[src/rtl/inst_rom_responder_pkg.sv]
// Shared types and constants for the instruction ROM responder.
package inst_rom_responder_pkg;

  localparam int unsigned BUS_WIDTH = 32;

  typedef enum logic [1:0] {
    RESP_IDLE = 2'd0,
    RESP_READ = 2'd1,
    RESP_RESP = 2'd2
  } resp_state_e;

endpackage

[src/rtl/inst_rom_responder_fifo.sv]
// In-order address queue: registered push/pop with a synchronous clear.
module sync_fifo #(
  parameter int unsigned WIDTH = 32,
  parameter int unsigned DEPTH = 4
) (
  input  logic             clk,
  input  logic             rst_n,
  input  logic             i_push,
  input  logic             i_pop,
  input  logic             i_clear,
  input  logic [WIDTH-1:0] i_din,
  output logic [WIDTH-1:0] o_dout,
  output logic             o_full,
  output logic             o_empty
);

  localparam int unsigned PW = $clog2(DEPTH);

  logic [WIDTH-1:0] r_mem [DEPTH];
  logic [PW-1:0]    r_wr_ptr;
  logic [PW-1:0]    r_rd_ptr;
  logic [PW:0]      r_count;
  logic             w_push;
  logic             w_pop;

  assign o_full  = (r_count == (PW+1)'(DEPTH));
  assign o_empty = (r_count == '0);
  assign o_dout  = r_mem[r_rd_ptr];
  assign w_push  = i_push && !o_full && !i_clear;
  assign w_pop   = i_pop && !o_empty && !i_clear;

  always_ff @(posedge clk) begin
    if (w_push) r_mem[r_wr_ptr] <= i_din;
  end

  always_ff @(posedge clk or negedge rst_n) begin
    if (!rst_n) begin
      r_wr_ptr <= '0;
      r_rd_ptr <= '0;
      r_count  <= '0;
    end else if (i_clear) begin
      r_wr_ptr <= '0;
      r_rd_ptr <= '0;
      r_count  <= '0;
    end else begin
      if (w_push) r_wr_ptr <= r_wr_ptr + PW'(1);
      if (w_pop)  r_rd_ptr <= r_rd_ptr + PW'(1);
      case ({w_push, w_pop})
        2'b10:   r_count <= r_count + (PW+1)'(1);
        2'b01:   r_count <= r_count - (PW+1)'(1);
        default: r_count <= r_count;
      endcase
    end
  end

endmodule

[src/rtl/inst_rom_responder.sv]
// Memory-side responder for instruction fetch: queues accepted addresses, reads the
// synchronous SRAM with optional wait states and returns words in acceptance order.
module inst_rom_responder
  import inst_rom_responder_pkg::*;
#(
  parameter int unsigned FIFO_DEPTH  = 4,
  parameter int unsigned WAIT_STATES = 0,
  parameter int unsigned ROM_AW      = 12,
  parameter int unsigned DATA_W      = 32
) (
  input  logic                 clk,
  input  logic                 rst_n,
  input  logic                 rom_req,
  input  logic [BUS_WIDTH-1:0] rom_address,
  output logic                 mem_addr_ok,
  input  logic                 flush,
  output logic                 mem_data_ok,
  input  logic                 resp_ready,
  output logic [DATA_W-1:0]    rom_rdata,
  output logic [BUS_WIDTH-1:0] resp_addr,
  output logic                 sram_en,
  output logic [ROM_AW-1:0]    sram_addr,
  input  logic [DATA_W-1:0]    sram_rdata
);

  resp_state_e          r_state;
  resp_state_e          w_state_nxt;
  logic [3:0]           r_wait_cnt;
  logic [3:0]           w_wait_nxt;
  logic [BUS_WIDTH-1:0] r_cur_addr;
  logic [BUS_WIDTH-1:0] r_resp_addr;
  logic [ROM_AW-1:0]    r_sram_addr;
  logic [DATA_W-1:0]    r_rdata;
  logic [BUS_WIDTH-1:0] w_head;
  logic                 w_full;
  logic                 w_empty;
  logic                 w_push;
  logic                 w_issue;
  logic                 w_capture;

  assign mem_addr_ok = !w_full && !flush;
  assign w_push      = rom_req && mem_addr_ok;
  assign mem_data_ok = (r_state == RESP_RESP);
  assign rom_rdata   = r_rdata;
  assign resp_addr   = r_resp_addr;

  sync_fifo #(
    .WIDTH (BUS_WIDTH),
    .DEPTH (FIFO_DEPTH)
  ) u_addr_fifo (
    .clk     (clk),
    .rst_n   (rst_n),
    .i_push  (w_push),
    .i_pop   (w_issue),
    .i_clear (flush),
    .i_din   (rom_address),
    .o_dout  (w_head),
    .o_full  (w_full),
    .o_empty (w_empty)
  );

  always_comb begin
    w_state_nxt = r_state;
    w_wait_nxt  = r_wait_cnt;
    w_issue     = 1'b0;
    w_capture   = 1'b0;
    if (flush) begin
      w_state_nxt = RESP_IDLE;
    end else begin
      case (r_state)
        RESP_IDLE: begin
          if (!w_empty) begin
            w_issue     = 1'b1;
            w_wait_nxt  = 4'(WAIT_STATES);
            w_state_nxt = RESP_READ;
          end
        end
        RESP_READ: begin
          if (r_wait_cnt != '0) begin
            w_wait_nxt = r_wait_cnt - 4'd1;
          end else begin
            w_capture   = 1'b1;
            w_state_nxt = RESP_RESP;
          end
        end
        RESP_RESP: begin
          if (resp_ready) begin
            if (!w_empty) begin
              w_issue     = 1'b1;
              w_wait_nxt  = 4'(WAIT_STATES);
              w_state_nxt = RESP_READ;
            end else begin
              w_state_nxt = RESP_IDLE;
            end
          end
        end
        default: w_state_nxt = RESP_IDLE;
      endcase
    end
  end

  // Enable covers the issue cycle plus the wait cycles; data is sampled once the count expires.
  assign sram_en   = w_issue || (!flush && (r_state == RESP_READ) && (r_wait_cnt != '0));
  assign sram_addr = w_issue ? w_head[ROM_AW+1:2] : r_sram_addr;

  always_ff @(posedge clk or negedge rst_n) begin
    if (!rst_n) begin
      r_state     <= RESP_IDLE;
      r_wait_cnt  <= '0;
      r_cur_addr  <= '0;
      r_resp_addr <= '0;
      r_sram_addr <= '0;
      r_rdata     <= '0;
    end else begin
      r_state    <= w_state_nxt;
      r_wait_cnt <= w_wait_nxt;
      if (w_issue) begin
        r_sram_addr <= w_head[ROM_AW+1:2];
        r_cur_addr  <= w_head;
      end
      if (w_capture) begin
        r_rdata     <= sram_rdata;
        r_resp_addr <= r_cur_addr;
      end
    end
  end

endmodule

[config.mk]
export PLATFORM = sky130hd
export DESIGN_NAME = inst_rom_responder
export DESIGN_NICKNAME = d
export VERILOG_FILES = /design/src/rtl/inst_rom_responder_pkg.sv /design/src/rtl/inst_rom_responder_fifo.sv /design/src/rtl/inst_rom_responder.sv
export SDC_FILE = /design/constraint.sdc
export NUM_CORES = 1
export LEC_CHECK = 0
export BUFFER_PORTS_ARGS = -buffer_cell sky130_fd_sc_hd__buf_4
export CORE_ASPECT_RATIO = 1.25
export CORE_UTILIZATION = 23
export DETAILED_ROUTE_END_ITERATION = 8
export HOLD_SLACK_MARGIN = 0.15
export SLEW_MARGIN = 40
export SYNTH_ARGS = -nofsm -noshare
export SYNTH_HDL_FRONTEND = slang
export SYNTH_SLANG_ARGS = --single-unit
[constraint.sdc]
create_clock -name clk -period 5.9 [get_ports clk]
set_input_delay 0.59 -clock clk [delete_from_list [all_inputs] [get_ports clk]]
set_output_delay 0.59 -clock clk [all_outputs]
set_load 0.02 [all_outputs]
; Word level (Yosys, flattened, before mapping)
; Memory sizes are Yosys's and may differ from the RTL's.
; Index checks and enable logic that the tools add are counted.
[classes]
add_sub_neg = 5
n_mul = 0
n_div = 0
order_cmp = 0
n_eq_ne = 10
shift = 0
mux = 26
bitwise = 1
reduce_logical = 21
[op_table]
columns = cell, n
row1 = $mux W2, 8
row2 = $mux W12, 1
row3 = $mux W4, 3
row4 = $pmux W4 S3, 1
row5 = $mux W1, 9
row6 = $logic_and A1 B1 Y1, 8
row7 = $ne A3 B3 Y1 const B, 2
row8 = $pmux W2 S3, 1
row9 = $pmux W3 S2, 1
row10 = $reduce_bool A3 Y1, 2
row11 = $add A2 B1 Y2 const B, 2
row12 = $eq A2 B1 Y1 const B, 2
row13 = $eq A2 B2 Y1 const B, 2
row14 = $reduce_and A4 Y1, 1
row15 = $reduce_bool A2 Y1, 2
row16 = $reduce_bool A4 Y1, 1
row17 = $sub A4 B1 Y4 const B, 1
row18 = $add A3 B1 Y3 const B, 1
row19 = $eq A3 B3 Y1 const B, 1
row20 = $logic_not A1 Y1, 3
row21 = $logic_not A3 Y1, 1
row22 = $mux W3, 1
row23 = $ne A3 B2 Y1 const B, 1
row24 = $reduce_and A3 Y1, 1
row25 = 7 further kinds, 7
[totals]
reg_bits = 121
latch_bits = 0
ramBits = 128
romBits = 0
inputBits = 69
memories = 1
[mem_list]
columns = name, depth, width, read_ports, rd_clocked_by_memory_dff, wr, line
row1 = u_addr_fifo.r_mem, 4, 32, 1, 0, 1, inst_rom_responder_fifo.sv:19  ; logic [WIDTH-1:0] r_mem [DEPTH];

; Logic depth before layout (Yosys ltp)
[logic_depth]
depth_word = 10
mapped_depth = 11
mapped_depth_nobuf = 8

; By module
; Synthesis repeated with hierarchy kept, for this count alone.
[unflattened]
hier_cells = 577
hier_area_um2 = 9479.1
[by_module_without_submodules]
columns = mod, n_inst, cells_each, area_per_inst_um2
row1 = sync_fifo, 1, 232, 5178.7
row2 = inst_rom_responder, 1, 345, 4300.4

; Worst setup path after synthesis
; OpenSTA, ideal clock, no wires.
[synth_timing]
path_type = input to register
startpoint = input flush
endpoint = register u_addr_fifo.r_count[2]
setup_time_ps = 82
arrival_ps = 2429
setup_slack_ps = 3389
path_stages = 11
n_path_buf = 3
cell_sequence = clkbuf_1 -> inv_1 -> nand4_2 -> buf_4 -> buf_4 -> nor2_1 -> fa_1 -> nor2_1 -> nand4b_1 -> a21o_1 -> a31oi_1
[synth_via]
elab_chain_len = 8
[synth_lines]
columns = element, line
row1 = from (decl), inst_rom_responder.sv:16  ; input logic flush,
row2 = $logic_not A1 Y1, "inst_rom_responder_fifo.sv:29, inst_rom_responder_fifo.sv:30, inst_rom_responder.sv:41"
row3 = $logic_and A1 B1 Y1, inst_rom_responder.sv:41  ; assign mem_addr_ok = !w_full && !flush;
row4 = $logic_and A1 B1 Y1, inst_rom_responder.sv:42  ; assign w_push = rom_req && mem_addr_ok;
row5 = $logic_and A1 B1 Y1 (2 in series), inst_rom_responder_fifo.sv:29  ; assign w_push = i_push && !o_full && !i_clear;
row6 = $eq A2 B1 Y1 or $eq A2 B2 Y1 (tied branches), inst_rom_responder_fifo.sv:48  ; case ({w_push, w_pop})
row7 = $pmux W3 S2, inst_rom_responder_fifo.sv:48
row8 = $mux W3, inst_rom_responder_fifo.sv:41  ; end else if (i_clear) begin
row9 = to (signal assigned), inst_rom_responder_fifo.sv:49  ; 2'b10: r_count <= r_count + (PW+1)'(1);
row10 = to (signal assigned), inst_rom_responder_fifo.sv:50  ; 2'b01: r_count <= r_count - (PW+1)'(1);
row11 = to (signal assigned), inst_rom_responder_fifo.sv:51  ; default: r_count <= r_count;
row12 = to (decl), inst_rom_responder_fifo.sv:22  ; logic [PW:0] r_count;
; Parallel ways exist; a longest one is shown, timed or not.
; A chain may end at the register's enable or synchronous reset.

; Final worst setup path
[layout_timing]
startpoint = register u_addr_fifo.r_count[2]
endpoint = output sram_addr[11]
[layout_via]
elab_chain_len = 6
[layout_lines]
columns = element, line
row1 = $logic_not A3 Y1 *, inst_rom_responder_fifo.sv:27  ; assign o_empty = (r_count == '0);
row2 = $mux W1 *, "inst_rom_responder.sv:72, inst_rom_responder.sv:88"
row3 = $mux W1, inst_rom_responder.sv:87  ; if (resp_ready) begin
row4 = $pmux W1 S2 *, inst_rom_responder.sv:70  ; case (r_state)
row5 = $mux W1 *, inst_rom_responder.sv:67  ; if (flush) begin
row6 = $mux W12 *, -
row7 = to (decl), inst_rom_responder.sv:22  ; output logic [ROM_AW-1:0] sram_addr,
; Mark *: on every way between the ends. The rest lies on a longest branch, timed or not.

==> key figures <==
Outcome
  • Status: completed

Final layout
  • Nets: 733
  • Fillers: between 4k and 5k
  • Diodes inserted: 0
  • Post-route core utilization: 0.300
  • Most frequent cells in the layout: 150 x buf_4, 128 x edfxtp_1, 119 x dfrtp_1, 49 x mux2_4, 35 x mux2_2
  • Layout overhead on the synthesized area: 27.9%
  • Share of cells above drive strength 1: 0.483
  • Commonest non-fill, non-tap cell in the layout: buf_4

Die
  • Row Count: between 80 and 90
  • Die area: 42900 um2
  • Io pins: 148
  • Die H: 231 um
  • Core Footprint: ~41000 um2
  • Starting Density: 0.234
  • Die outline width: ~190 um

STA
  • Min Tclk post-route: about 3.4 ns
  • Fin crit share: 0.582
  • Fin. Hold Viols: 0
  • Unrepaired setup endpoints after global routing: false
  • Final setup vio count: 0
  • Total negative setup slack: 0 ns
  • F_max: about 290 MHz
  • Worst Max-Slew Pin Slew: 0.758 ns
  • Max-Slew Margin vs Limit: 0.495
  • Setup Skew: a little under 0.009 ns
  • Max-slew violation count: 0

Clock tree
  • H-tree levels: 1
  • CTS max path bufs: 3
  • Clock-pin transition on the worst setup and hold timing paths: around 0.060 ns
  • Post-CTS Resized: 0
  • Hold_buf cts: 1
  • Clock Tree Root: clkbuf_16
  • Worst-Skew Late Latency: 0.54 ns
  • TritonCTS buffer count: 28
  • CTS tree: done
  • Post-CTS Setup Bufs: 0
  • CTS Sinks: around 250

Min path
  • Hold Path Class: in2reg

Worst setup path
  • Worst Path Arrival: between 2 and 3 ns
  • Reg-to-reg setup timing slack: approximately 2.9 ns
  • Setup crit end kind: output pin
  • CP Max Fanout: 35
  • CP Class: reg2out
  • CP required: between 5 and 6 ns
  • Setup crit start kind: flip-flop

Yosys
  • Syn nets: between 500 and 600
  • Post-Syn Area: about 9700 um2
  • Number of synthesized register bits: 249
  • Post-synth EDFFs: about 130
  • Ys async rst share: 0.486
  • Yosys warnings: 0
  • Synth cell types: between 40 and 50
  • Register area share after synthesis: 0.710
  • Mapped Avg Cell Area: roughly 19 um2
  • Primary FF master, synth: edfxtp_1
  • Post-synthesis cell count: roughly 500

Route
  • Met2 routed WL: 10.3 mm
  • DR iter-0 viols: 180
  • Final WL: 20.5 mm
  • Via count: between 4k and 5k
  • Drc violations: 0
  • DR WL/cell: 16.7 um
  • Drt pass-1 iters: 4
  • Metal3 WL: around 1.1 mm
  • WL met1: slightly below 9 mm
  • Post-route ant nets: 0
  • Top sig layer: met4
  • Vias per Instance: roughly 4

Global route
  • Largest net degree at the start of global routing: between 60 and 70
  • First-pass GRT wire length: around 31 mm
  • Grt ovf: 0
  • Number of global-route vias before repair: slightly above 5k
  • Initial antenna violation count: 0
  • GRT Resource Usage Total: 0.0973

Placed design
  • Hpwl dp: about 12 mm
  • Routability cong.: around 0.7
  • Port buffer count: between 100 and 150

Power and ir drop
  • Peak VDD IR: between 0.0002 and 0.00025 V
  • Static Leak: just over 5 nW
  • PwrDens: about 500 nW/um2

Job
  • Max-Cap Viols: 0
logic make-up after synthesis:
logic type / synth area share
flip-flops: 0.710
multiplexers: 0.193
AND/OR/NAND/NOR: 0.0308
AO/OA/AOI/OAI: 0.0288
buffers and inverters: 0.0202
adder cells (fa/ha/maj): 0.00982
XOR/XNOR: 0.00737
worst paths after layout:
| path | startpoint | end | depth (start not counted) |
|---|---|---|---|
| min | resp_ready | r_state[1] | 2 |
| max reg2reg | u_addr_fifo.r_count[2] | u_addr_fifo.r_count[2] | 10 |
| max in group asynchronous | rst_n | u_addr_fifo.r_rd_ptr[1] | 3 |
| max | u_addr_fifo.r_count[2] | sram_addr[11] | 7 |
| min in group asynchronous | rst_n | resp_addr[19] | 2 |
| min reg2reg | r_cur_addr[9] | r_cur_addr[9] | 1 |
synth_stat cells, types with 6 or more instances:
library cell  number  area share
buf_2              6      0.0031
dfrtp_1          121        0.31
mux4_2            32       0.074
mux2_2            35       0.041
mux2_4            49       0.076
ha_1               6      0.0078
nand2_1            7      0.0027
nand3_1            6      0.0031
nor2b_1           13      0.0084
buf_6              7      0.0081
edfxtp_1         128        0.40
a21o_1            26       0.020
buf_4              6      0.0047
nor2_1             8      0.0031
inv_1              7      0.0027
per-layer routing:
layer	track usage	vias up
met5	0	-
li1	-	2207
met1	0.119	2475
met4	0.0354	0
met3	0.0209	33
met2	0.167	116
registers in the layout, summed over array words and instances (netlist names):
| name | count |
|---|---|
| u_addr_fifo.r_mem | 128 |
| r_cur_addr | 32 |
| resp_addr | 32 |
| rom_rdata | 32 |
| r_sram_addr | 12 |
| r_wait_cnt | 4 |
| u_addr_fifo.r_count | 3 |
| r_state | 2 |
| u_addr_fifo.r_rd_ptr | 2 |
| u_addr_fifo.r_wr_ptr | 2 |
layout make-up:
| cell class | instances | area (um2) | area share |
|---|---|---|---|
| clock buffer | 32 | 747 | 0.0603 |
| clock inverter | 20 | 244 | 0.0197 |
| inverter | 7 | 26.3 | 0.00212 |
| multi-input combinational | 218 | 2630 | 0.213 |
| sequential | 249 | 6880 | 0.556 |
| tap | 552 | 691 | 0.0558 |
| timing repair buffer | 153 | 1160 | 0.0936 |
stage by stage:
stage	hold WS [ns]	total power, mW	cell area (um2)	std cells	setup WS (ns)
after floorplan	0.294	3.86	9680	497	3.39
after detailed placement	0.467	4.60	11400	1178	2.73
final	0.233	6.37	12400	1231	2.47
after global routing	0.216	6.73	12400	1231	2.26
after CTS	0.198	6.49	12400	1231	2.36
after global placement	0.458	4.57	11400	1178	2.69
report_power, final:
group          internal, mW  switching, mW  total (mW)
clock                  1.13          0.717        1.85
combinational          1.05          0.898        1.95
sequential             2.28          0.291        2.57
critical path, stage by stage, from the launching register on:
cell,delay [ns]
dfrtp_1,0.46
or3_4,0.44
nand4_4,0.10
buf_4,0.34
buf_4,0.47
nor2b_1,0.12
a21o_1,0.19
buf_4,0.16
Power figures use the tool's default switching activity.
